## src/rtl/ctrl_pkg.sv

```systemverilog
// Shared control-word layout for the decode-to-writeback control pipeline.
// Latency: none (constants only).
// Backpressure: n/a.
package ctrl_pkg;

    // Default width of the decoded control word.
    localparam int CW_DEF = 19;

    // Bit positions of the individual decoder outputs in the control word.
    localparam int MEMTOREG_IDX = 0;
    localparam int MEMEN_IDX    = 1;
    localparam int ALUSRC_IDX   = 2;
    localparam int REGDST_IDX   = 3;
    localparam int REGWRITE_IDX = 4;
    localparam int JAL_IDX      = 5;
    localparam int JR_IDX       = 6;
    localparam int MEMWRITE_IDX = 7;
    localparam int ALUCTRL_LSB  = 8;
    localparam int ALUCTRL_MSB  = 15;
    // Bits [18:16] are spare.

    // A killed instruction (overflow, address error) must not write the
    // register file, so only regwrite is stripped.
    localparam logic [CW_DEF-1:0] KILL_MASK_DEF = CW_DEF'(1) << REGWRITE_IDX;

endpackage

```

## src/rtl/ctrl_pipe_if.sv

```systemverilog
// Bundle of decode-side inputs, per-stage controls and per-stage outputs.
// Latency: n/a (wiring only).
// Backpressure: stall/flush/kill are per-stage hold/clear controls from the hazard unit.
interface ctrl_pipe_if
    import ctrl_pkg::*;
#(
    parameter int NSTAGE = 3,
    parameter int CW     = CW_DEF
);
    logic [CW-1:0]        ctrl_d;
    logic                 valid_d;
    logic                 branch_d;
    logic [NSTAGE-1:0]    stall;
    logic [NSTAGE-1:0]    flush;
    logic [NSTAGE-1:0]    kill;
    logic [NSTAGE*CW-1:0] ctrl_q;
    logic [NSTAGE-1:0]    valid_q;
    logic [NSTAGE-1:0]    slot_q;
    logic                 stall_err;

    // Driver side: decoders plus hazard unit.
    modport master (
        output ctrl_d, valid_d, branch_d, stall, flush, kill,
        input  ctrl_q, valid_q, slot_q, stall_err
    );

    // Pipeline side.
    modport slave (
        input  ctrl_d, valid_d, branch_d, stall, flush, kill,
        output ctrl_q, valid_q, slot_q, stall_err
    );
endinterface

```

## src/rtl/ctrl_stage_reg.sv

```systemverilog
// One pipeline stage register for a control word with valid and delay-slot bits.
// Latency: 1 cycle from upstream to output.
// Backpressure: flush > stall(hold) > upstream-stalled(bubble) > load; kill strips mask bits on load.
// Ports: clk/rst; flush/stall for this stage; up_stall/up_kill from the previous stage;
//        up_word/up_valid/up_slot upstream contents; word_q/valid_q/slot_q stage contents.
module ctrl_stage_reg
    import ctrl_pkg::*;
#(
    parameter int            CW        = CW_DEF,
    parameter logic [CW-1:0] KILL_MASK = CW'(KILL_MASK_DEF)
) (
    input  logic          clk,
    input  logic          rst,
    input  logic          flush,
    input  logic          stall,
    input  logic          up_stall,
    input  logic          up_kill,
    input  logic [CW-1:0] up_word,
    input  logic          up_valid,
    input  logic          up_slot,
    output logic [CW-1:0] word_q,
    output logic          valid_q,
    output logic          slot_q
);
    logic [CW-1:0] word_d;
    logic          valid_d;
    logic          slot_d;

    always_comb begin
        word_d  = word_q;
        valid_d = valid_q;
        slot_d  = slot_q;
        if (flush) begin
            word_d  = '0;
            valid_d = 1'b0;
            slot_d  = 1'b0;
        end else if (stall) begin
            // hold
        end else if (up_stall) begin
            // Upstream is frozen and its word will move on later; taking it
            // now would duplicate the instruction.
            word_d  = '0;
            valid_d = 1'b0;
            slot_d  = 1'b0;
        end else begin
            word_d  = up_kill ? (up_word & ~KILL_MASK) : up_word;
            valid_d = up_valid;
            slot_d  = up_slot;
        end
    end

    always_ff @(posedge clk or negedge rst) begin
        if (!rst) begin
            word_q  <= '0;
            valid_q <= 1'b0;
            slot_q  <= 1'b0;
        end else begin
            word_q  <= word_d;
            valid_q <= valid_d;
            slot_q  <= slot_d;
        end
    end
endmodule

```

## src/rtl/ctrl_pipe.sv

```systemverilog
// Control-word pipeline from decode through NSTAGE stages (E, M, W, ...) with delay-slot and stall-error tracking.
// Latency: decode word appears at stage i after i+1 cycles when nothing stalls.
// Backpressure: per-stage stall holds, flush bubbles, stalled upstream feeds bubbles; stall_err flags a downstream stall without its upstream.
// Ports: clk, rst (async active-low), dp (slave modport: decode inputs, stage controls, stage outputs, stall_err).
module ctrl_pipe
    import ctrl_pkg::*;
#(
    parameter int            NSTAGE    = 3,
    parameter int            CW        = CW_DEF,
    parameter logic [CW-1:0] KILL_MASK = CW'(KILL_MASK_DEF)
) (
    input  logic          clk,
    input  logic          rst,
    ctrl_pipe_if.slave    dp
);
    logic slot_pend_d, slot_pend_q;
    logic stall_err_d, stall_err_q;
    logic stall_bad;
    logic seen_free;

    logic [CW-1:0]     stage_word [NSTAGE];
    logic [NSTAGE-1:0] stage_valid;
    logic [NSTAGE-1:0] stage_slot;

    // The last stage's word never advances, so its kill has nothing to act on.
    logic unused_kill;
    assign unused_kill = dp.kill[NSTAGE-1];

    for (genvar i = 0; i < NSTAGE; i++) begin : g_stage
        logic          up_stall;
        logic          up_kill;
        logic [CW-1:0] up_word;
        logic          up_valid;
        logic          up_slot;

        if (i == 0) begin : g_head
            assign up_stall = 1'b0;
            assign up_kill  = 1'b0;
            assign up_word  = dp.ctrl_d;
            assign up_valid = dp.valid_d;
            assign up_slot  = slot_pend_q;
        end else begin : g_body
            assign up_stall = dp.stall[i-1];
            assign up_kill  = dp.kill[i-1];
            assign up_word  = stage_word[i-1];
            assign up_valid = stage_valid[i-1];
            assign up_slot  = stage_slot[i-1];
        end

        ctrl_stage_reg #(
            .CW        (CW),
            .KILL_MASK (KILL_MASK)
        ) u_reg (
            .clk      (clk),
            .rst      (rst),
            .flush    (dp.flush[i]),
            .stall    (dp.stall[i]),
            .up_stall (up_stall),
            .up_kill  (up_kill),
            .up_word  (up_word),
            .up_valid (up_valid),
            .up_slot  (up_slot),
            .word_q   (stage_word[i]),
            .valid_q  (stage_valid[i]),
            .slot_q   (stage_slot[i])
        );

        assign dp.ctrl_q[i*CW +: CW] = stage_word[i];
    end

    assign dp.valid_q   = stage_valid;
    assign dp.slot_q    = stage_slot;
    assign dp.stall_err = stall_err_q;

    // slot_pend remembers that the last real instruction taken from decode
    // was a branch, so the next real one is its delay slot. Bubbles do not
    // consume the slot.
    always_comb begin
        slot_pend_d = slot_pend_q;
        if (dp.flush[0]) begin
            slot_pend_d = 1'b0;
        end else if (!dp.stall[0] && dp.valid_d) begin
            slot_pend_d = dp.branch_d;
        end
    end

    // Legal stall vectors are a contiguous run of ones from stage 0; any
    // stalled stage above a free one is an error.
    always_comb begin
        stall_bad = 1'b0;
        seen_free = 1'b0;
        for (int i = 0; i < NSTAGE; i++) begin
            if (dp.stall[i] && seen_free) begin
                stall_bad = 1'b1;
            end
            if (!dp.stall[i]) begin
                seen_free = 1'b1;
            end
        end
        stall_err_d = stall_err_q | stall_bad;
    end

    always_ff @(posedge clk or negedge rst) begin
        if (!rst) begin
            slot_pend_q <= 1'b0;
            stall_err_q <= 1'b0;
        end else begin
            slot_pend_q <= slot_pend_d;
            stall_err_q <= stall_err_d;
        end
    end
endmodule
```

## src/flat_wrapper.sv

```systemverilog
// flat-port wrapper written by rule: the top's interface ports become plain ports
module ctrl_pipe_flat import ctrl_pkg::*;
#(
    parameter int            NSTAGE    = 3,
    parameter int            CW        = CW_DEF,
    parameter logic [CW-1:0] KILL_MASK = CW'(KILL_MASK_DEF)
)
  (clk, rst, dp_ctrl_d, dp_valid_d, dp_branch_d, dp_stall, dp_flush, dp_kill, dp_ctrl_q, dp_valid_q, dp_slot_q, dp_stall_err);
  ctrl_pipe_if #(.NSTAGE(NSTAGE), .CW(CW)) dp_i ();
  input  logic clk;
  input  logic rst;
  input wire logic [$bits(dp_i.ctrl_d)-1:0] dp_ctrl_d;
  input wire logic [$bits(dp_i.valid_d)-1:0] dp_valid_d;
  input wire logic [$bits(dp_i.branch_d)-1:0] dp_branch_d;
  input wire logic [$bits(dp_i.stall)-1:0] dp_stall;
  input wire logic [$bits(dp_i.flush)-1:0] dp_flush;
  input wire logic [$bits(dp_i.kill)-1:0] dp_kill;
  output wire logic [$bits(dp_i.ctrl_q)-1:0] dp_ctrl_q;
  output wire logic [$bits(dp_i.valid_q)-1:0] dp_valid_q;
  output wire logic [$bits(dp_i.slot_q)-1:0] dp_slot_q;
  output wire logic [$bits(dp_i.stall_err)-1:0] dp_stall_err;
  assign dp_i.ctrl_d = dp_ctrl_d;
  assign dp_i.valid_d = dp_valid_d;
  assign dp_i.branch_d = dp_branch_d;
  assign dp_i.stall = dp_stall;
  assign dp_i.flush = dp_flush;
  assign dp_i.kill = dp_kill;
  assign dp_ctrl_q = dp_i.ctrl_q;
  assign dp_valid_q = dp_i.valid_q;
  assign dp_slot_q = dp_i.slot_q;
  assign dp_stall_err = dp_i.stall_err;
  ctrl_pipe #(.NSTAGE(NSTAGE), .CW(CW), .KILL_MASK(KILL_MASK)) u_core (.clk(clk), .rst(rst), .dp(dp_i));
endmodule
```

## config.mk

```make
export PLATFORM = sky130hd
export DESIGN_NAME = ctrl_pipe_flat
export DESIGN_NICKNAME = d
export VERILOG_FILES = /design/src/rtl/ctrl_pkg.sv /design/src/rtl/ctrl_pipe_if.sv /design/src/rtl/ctrl_stage_reg.sv /design/src/rtl/ctrl_pipe.sv /design/src/flat_wrapper.sv
export SDC_FILE = /design/constraint.sdc
export NUM_CORES = 1
export LEC_CHECK = 0
export CORE_MARGIN = 1
export CORE_UTILIZATION = 47
export CTS_BUF_LIST = sky130_fd_sc_hd__clkbuf_4
export CTS_CLUSTER_DIAMETER = 100
export DETAILED_ROUTE_END_ITERATION = 6
export GPL_TIMING_DRIVEN = 1
export PLACE_DENSITY = 0.9
export SYNTH_ARGS = -nofsm -noshare
export SYNTH_HDL_FRONTEND = slang
export SYNTH_SLANG_ARGS = --single-unit
```

## constraint.sdc

```tcl
create_clock -name clk -period 1.2 [get_ports clk]
set_clock_uncertainty 0.2 [all_clocks]
set_input_delay 0.24 -clock clk [delete_from_list [all_inputs] [get_ports clk]]
set_output_delay 0.24 -clock clk [all_outputs]
set_load 0.05 [all_outputs]
```

==> metrics.cfg, run 1 <==
[clock_network]
numCtsBuffers = 9
htreeDepth = 3
cts_sinks = 65
cts_root_buffer = clkbuf_4
cts_buffer_depth = 2

[synth]
netlist_instances = 262
synth_top_family_by_area = simple AND/OR/NAND/NOR gates
syn_nets = 294
synth_adder_area_share_pct = 0
synthSimpleGateAreaFrac_pct = 19.4
synthesis.area_um2 = 2780
synth_compound_area_share_pct = 8.48
ys_seq_elements = 65
synthMuxAreaShare_pct = 7.57
postSynthAreaPerCell_um2 = 10.6
synth_xor_xnor_area_share_pct = 0
synth-seq-area-share_pct = 58.6
synth_cell_type_count = 15
yosys_warnings = 0

[floorplanning]
row_count = 27
num_io_pins = 96
fp.dieW_um = 78.8
die_y_um = 78.8
initial_core_util_pct = 49.5

[grt]
grt_start_max_net_pins = 66

[place]
place.gp.congestion = 0.763
post-dp-hpwl_mm = 5.84
io_buffers = 94

[sta]
grt-worst-endpoint = dp_ctrl_q[31]
endpoint_type = primary output

[run_status]
error_line = [ERROR DPL-0038] Utilization greater than 100%, impossible to legalize
status = aborted with a tool error
failed_stage = global routing (5_1_grt)

## per-stage QoR
stage                     cells  hold slack [ns]  area [um2]  setup WS [ns]
after CTS                   485           0.0698        5140         -0.262
after floorplan             262           -0.256        2820         0.0126
after global placement      413           0.0715        4500         -0.331
after detailed placement    413           0.0764        4500         -0.445
## Yosys cell counts
cell type,number,share of area [%]
nand2_1,1,0.14
a21oi_1,38,6.9
buf_2,11,2.0
nor2_1,65,8.8
nand2b_1,1,0.23
mux2i_1,21,7.6
buf_6,2,0.81
a22oi_1,6,1.6
or2_2,1,0.23
dfrtp_1,65,59
nor4b_2,1,0.54
nor3b_1,34,9.2
nor4b_1,1,0.32
clkbuf_1,7,0.95
buf_4,8,2.2
## timing repair
action	4_1_cts
endpoints found under the hold margin	65
buffers inserted	55
cloned	0
gates resized for setup	28
pin swaps	6
endpoints found under the setup margin	71
hold buffers	1
## kinds of logic after synthesis
| family | count (synthesis) |
|---|---|
| simple gates | 104 |
| mux | 21 |
| flops | 65 |
| buf+inv | 28 |
| compound gates | 44 |
==> run 2: changes to the inputs <==
--- a/config.mk
+++ b/config.mk
@@ -6,12 +6,10 @@
 export NUM_CORES = 1
 export LEC_CHECK = 0
 export CORE_MARGIN = 1
-export CORE_UTILIZATION = 47
-export CTS_BUF_LIST = sky130_fd_sc_hd__clkbuf_4
-export CTS_CLUSTER_DIAMETER = 100
+export CORE_UTILIZATION = 40
 export DETAILED_ROUTE_END_ITERATION = 6
 export GPL_TIMING_DRIVEN = 1
-export PLACE_DENSITY = 0.9
+export PLACE_DENSITY_LB_ADDON = 0.15
 export SYNTH_ARGS = -nofsm -noshare
 export SYNTH_HDL_FRONTEND = slang
 export SYNTH_SLANG_ARGS = --single-unit
==> run 2 against run 1 <==
  * The flow now finishes, with violations (setup timing)
  * Area after synthesis is the same
  * Synthesized cell count is the same
==> metrics.cfg, run 2 <==
[clock_network]
cts_sinks = 65
numCtsBuffers = 9
insertion_delay_ns = 0.33
cts_root_buffer = clkbuf_8
cts_buffer_depth = 2
clk_pin_slew_ns = 0.08
cts_tree = yes
htreeDepth = 3

[power]
swShare_pct = 28.5
p_switching_mw = 1.46
p_int_mw = 3.66
p_per_area_nw_per_um2 = 917
static-leakage-power_nw = 2.48
power_mw = 5.12
p_clk_share_pct = 33.3
share_seq_of_total_power_pct = 45.6
combPwrFrac_pct = 21.1
ir_drop_mv = 0.777

[synth]
synth_xor_xnor_area_share_pct = 0
synthTopCellsByCount = dfrtp_1 (65), nor2_1 (65), a21oi_1 (38)
synth_adder_area_share_pct = 0
synth_compound_area_share_pct = 8.48
ys_seq_elements = 65
synthMuxAreaShare_pct = 7.57
postSynthAreaPerCell_um2 = 10.6
synth_top_area_share_pct = 58.6
synth_top_family_by_area = simple AND/OR/NAND/NOR gates
synthTopCellsByArea = dfrtp_1 (59%), nor3b_1 (9.2%), nor2_1 (8.8%)
synthesis.area_um2 = 2780
async_reset_ff_share_pct = 100
synth-seq-area-share_pct = 58.6
netlist_instances = 262
yosysTopAreaCell = dfrtp_1
synth_cell_type_count = 15
synth_edf_count = 0
synthSimpleGateAreaFrac_pct = 19.4
syn_nets = 294
synthFlopType = dfrtp_1
yosys_warnings = 0

[finish]
drive_above_1_share_pct = 54.2
regArea_um2 = 1680
final_util_pct = 85.4
layout_common_cells = buf_12 (71), nor2_1 (65), buf_4 (41)
largest_reg_flops = 57
nFillCells = 318
multi_input_area_um2 = 1170
regMostFlops = u_core.g_stage.u_reg.word_q
top_regs = u_core.g_stage.u_reg.word_q: 57 flops, u_core.g_stage.u_reg.slot_q: 3 flops, u_core.g_stage.u_reg.valid_q: 3 flops
areaGrowthSynthToFinish_pct = 101
final_nets = 457
layout_commonest_cell = buf_12
antenna_cells = 0

[sta]
slew_violations = 0
max_freq_ghz = 0.717
timing.slew.headroom_pct = 75.3
rsz0062_at_grt = true
whs_ns = 0.126
hold_viol_final = 0
tightest_slew_ns = 0.371
setup_viol = 84
min_period_over_period_pct = 116
finalCriticalPeriod_ns = 1.39
setup_ws_ns = -0.195

[run_status]
status = finished with violations
failed_checks = setup timing

[critical_path]
worst-setup-path-type = reg -> out
path_cells = buf_12
crit_fanout = 2
path_buf_inv = 1
cpPeakStageDelay_ns = 0.44
cpLargestDelayFamily = flip-flops
cp_slowest_cell = dfrtp_1
worstPathRequired_ns = 0.76
start_kind = flop
end_kind = output port
crit_arrival_ns = 0.95

[place]
place.gp.congestion = 0.730
post-dp-hpwl_mm = 4.81
io_buffers = 94

[route]
post_drt_via_cell_ratio = 5.30
wl_per_cell_um = 18.4
routed_wl_mm = 9.34
first_pass_iters = 5
drc = 0
final_antenna_net_count = 0
via_count = 2689
drt_iter0_markers = 167

[floorplanning]
num_io_pins = 96
row_count = 29
die-area_um2 = 7280
die_y_um = 85.3
fp.dieW_um = 85.3
core_area_um2 = 6530
initial_core_util_pct = 42.5

[flow_run]
max_cap_viol_count = 0

[grt]
grt_start_max_net_pins = 66
track_usage_pct = 24.5
grt_remaining_overflow = 0
grt_pass1_vias = 2542
grt_pass1_wl_mm = 13.5
antenna_found_initial = 0

[min_path]
hold_class = in -> reg

## run 2: cell counts after synthesis
No cell type changed its count.
## run 2: cell families after synthesis
| kind of cell | after synthesis |
|---|---|
| compound gates | 44 |
| buf+inv | 28 |
| mux | 21 |
| simple gates | 104 |
| flops | 65 |
## run 2: path summary, 6_finish.rpt
check | from | end | slack, ns | cells past startpoint
hold / removal | dp_stall[1] | u_core.g_stage[2].u_reg.word_q[6] | 0.13 | 4
setup reg to reg | u_core.g_stage[1].u_reg.word_q[12] | u_core.g_stage[2].u_reg.word_q[12] | -0.12 | 5
hold reg to reg | u_core.dp.stall_err | u_core.dp.stall_err | 0.33 | 1
min in group asynchronous | rst | u_core.g_stage[0].u_reg.word_q[3] | 0.23 | 3
setup / recovery | u_core.g_stage[2].u_reg.word_q[10] | dp_ctrl_q[48] | -0.19 | 1
max in group asynchronous | rst | u_core.g_stage[0].u_reg.word_q[16] | 0.25 | 3
## run 2: cell type report
class	instances	share of cell area [%]
flip-flops and latches	65	30.0
repair buffers	180	44.1
clock inverters	3	0.269
multi-input cells	169	21.0
well taps	77	1.73
clock buffers	13	2.85
## run 2: through the flow
stage / cells / TNS, ns / setup WS [ns] / cell area (um2)
after detailed placement: 420 / -12.69 / -0.421 / 4520
after global placement: 420 / -11.40 / -0.347 / 4520
final: 507 / -10.78 / -0.195 / 5580
after CTS: 492 / -10.33 / -0.180 / 5170
after floorplan: 262 / 0 / 0.0126 / 2820
after global routing: 507 / -13.37 / -0.211 / 5580
## run 2: worst min-delay path, delay by kind of cell
family / cells / cell delay, ns
AOI/OAI and AO/OA: 1 / 0.12
buffers and inverters: 1 / 0.15
and+or+nand+nor: 2 / 0.12
## run 2: power groups by stage
stage | Clock, mW | Combinational, mW | Sequential, mW
floorplan | 0 | 0.230 | 2.51
global placement | 0 | 0.854 | 2.38
detailed placement | 0 | 0.867 | 2.38
CTS | 1.67 | 0.984 | 2.32
global route | 1.81 | 1.13 | 2.34
finish | 1.70 | 1.08 | 2.33
## run 2: timing repair
item | 4_1_cts | 5_1_grt
hold buffers | 1 | 0
gates cloned | 1 | 0
setup endpoints to repair | 82 | 97
endpoints found under the hold margin | 65 | 0
pin swaps | 1 | 25
resized for setup | 9 | 69
buffers inserted | 54 | 20
## run 2: per-layer routing
metal	vias to the layer above	track usage, %	wire, um
li1	1214	-	-
met1	1340	34.0	3970
met2	118	39.0	4690
met3	17	3.79	516
met4	0	9.39	161
met5	-	0	0
Note: power is estimated with default switching activity, not from simulation.
==> run 3: changes to the inputs <==
--- a/config.mk
+++ b/config.mk
@@ -5,8 +5,10 @@
 export SDC_FILE = /design/constraint.sdc
 export NUM_CORES = 1
 export LEC_CHECK = 0
+export CAP_MARGIN = 20
 export CORE_MARGIN = 1
 export CORE_UTILIZATION = 40
+export CTS_CLUSTER_DIAMETER = 40
 export DETAILED_ROUTE_END_ITERATION = 6
 export GPL_TIMING_DRIVEN = 1
 export PLACE_DENSITY_LB_ADDON = 0.15
==> results of run 3 <==
No change in the layout: final DEF, timing and power equal those of run 2.
==> run 4: changes to the inputs <==
--- a/config.mk
+++ b/config.mk
@@ -5,6 +5,7 @@
 export SDC_FILE = /design/constraint.sdc
 export NUM_CORES = 1
 export LEC_CHECK = 0
+export ABC_CLOCK_PERIOD_IN_PS = 1200
 export CAP_MARGIN = 20
 export CORE_MARGIN = 1
 export CORE_UTILIZATION = 40
==> results of run 4 <==
No change in the layout: final DEF, timing and power equal those of run 2.
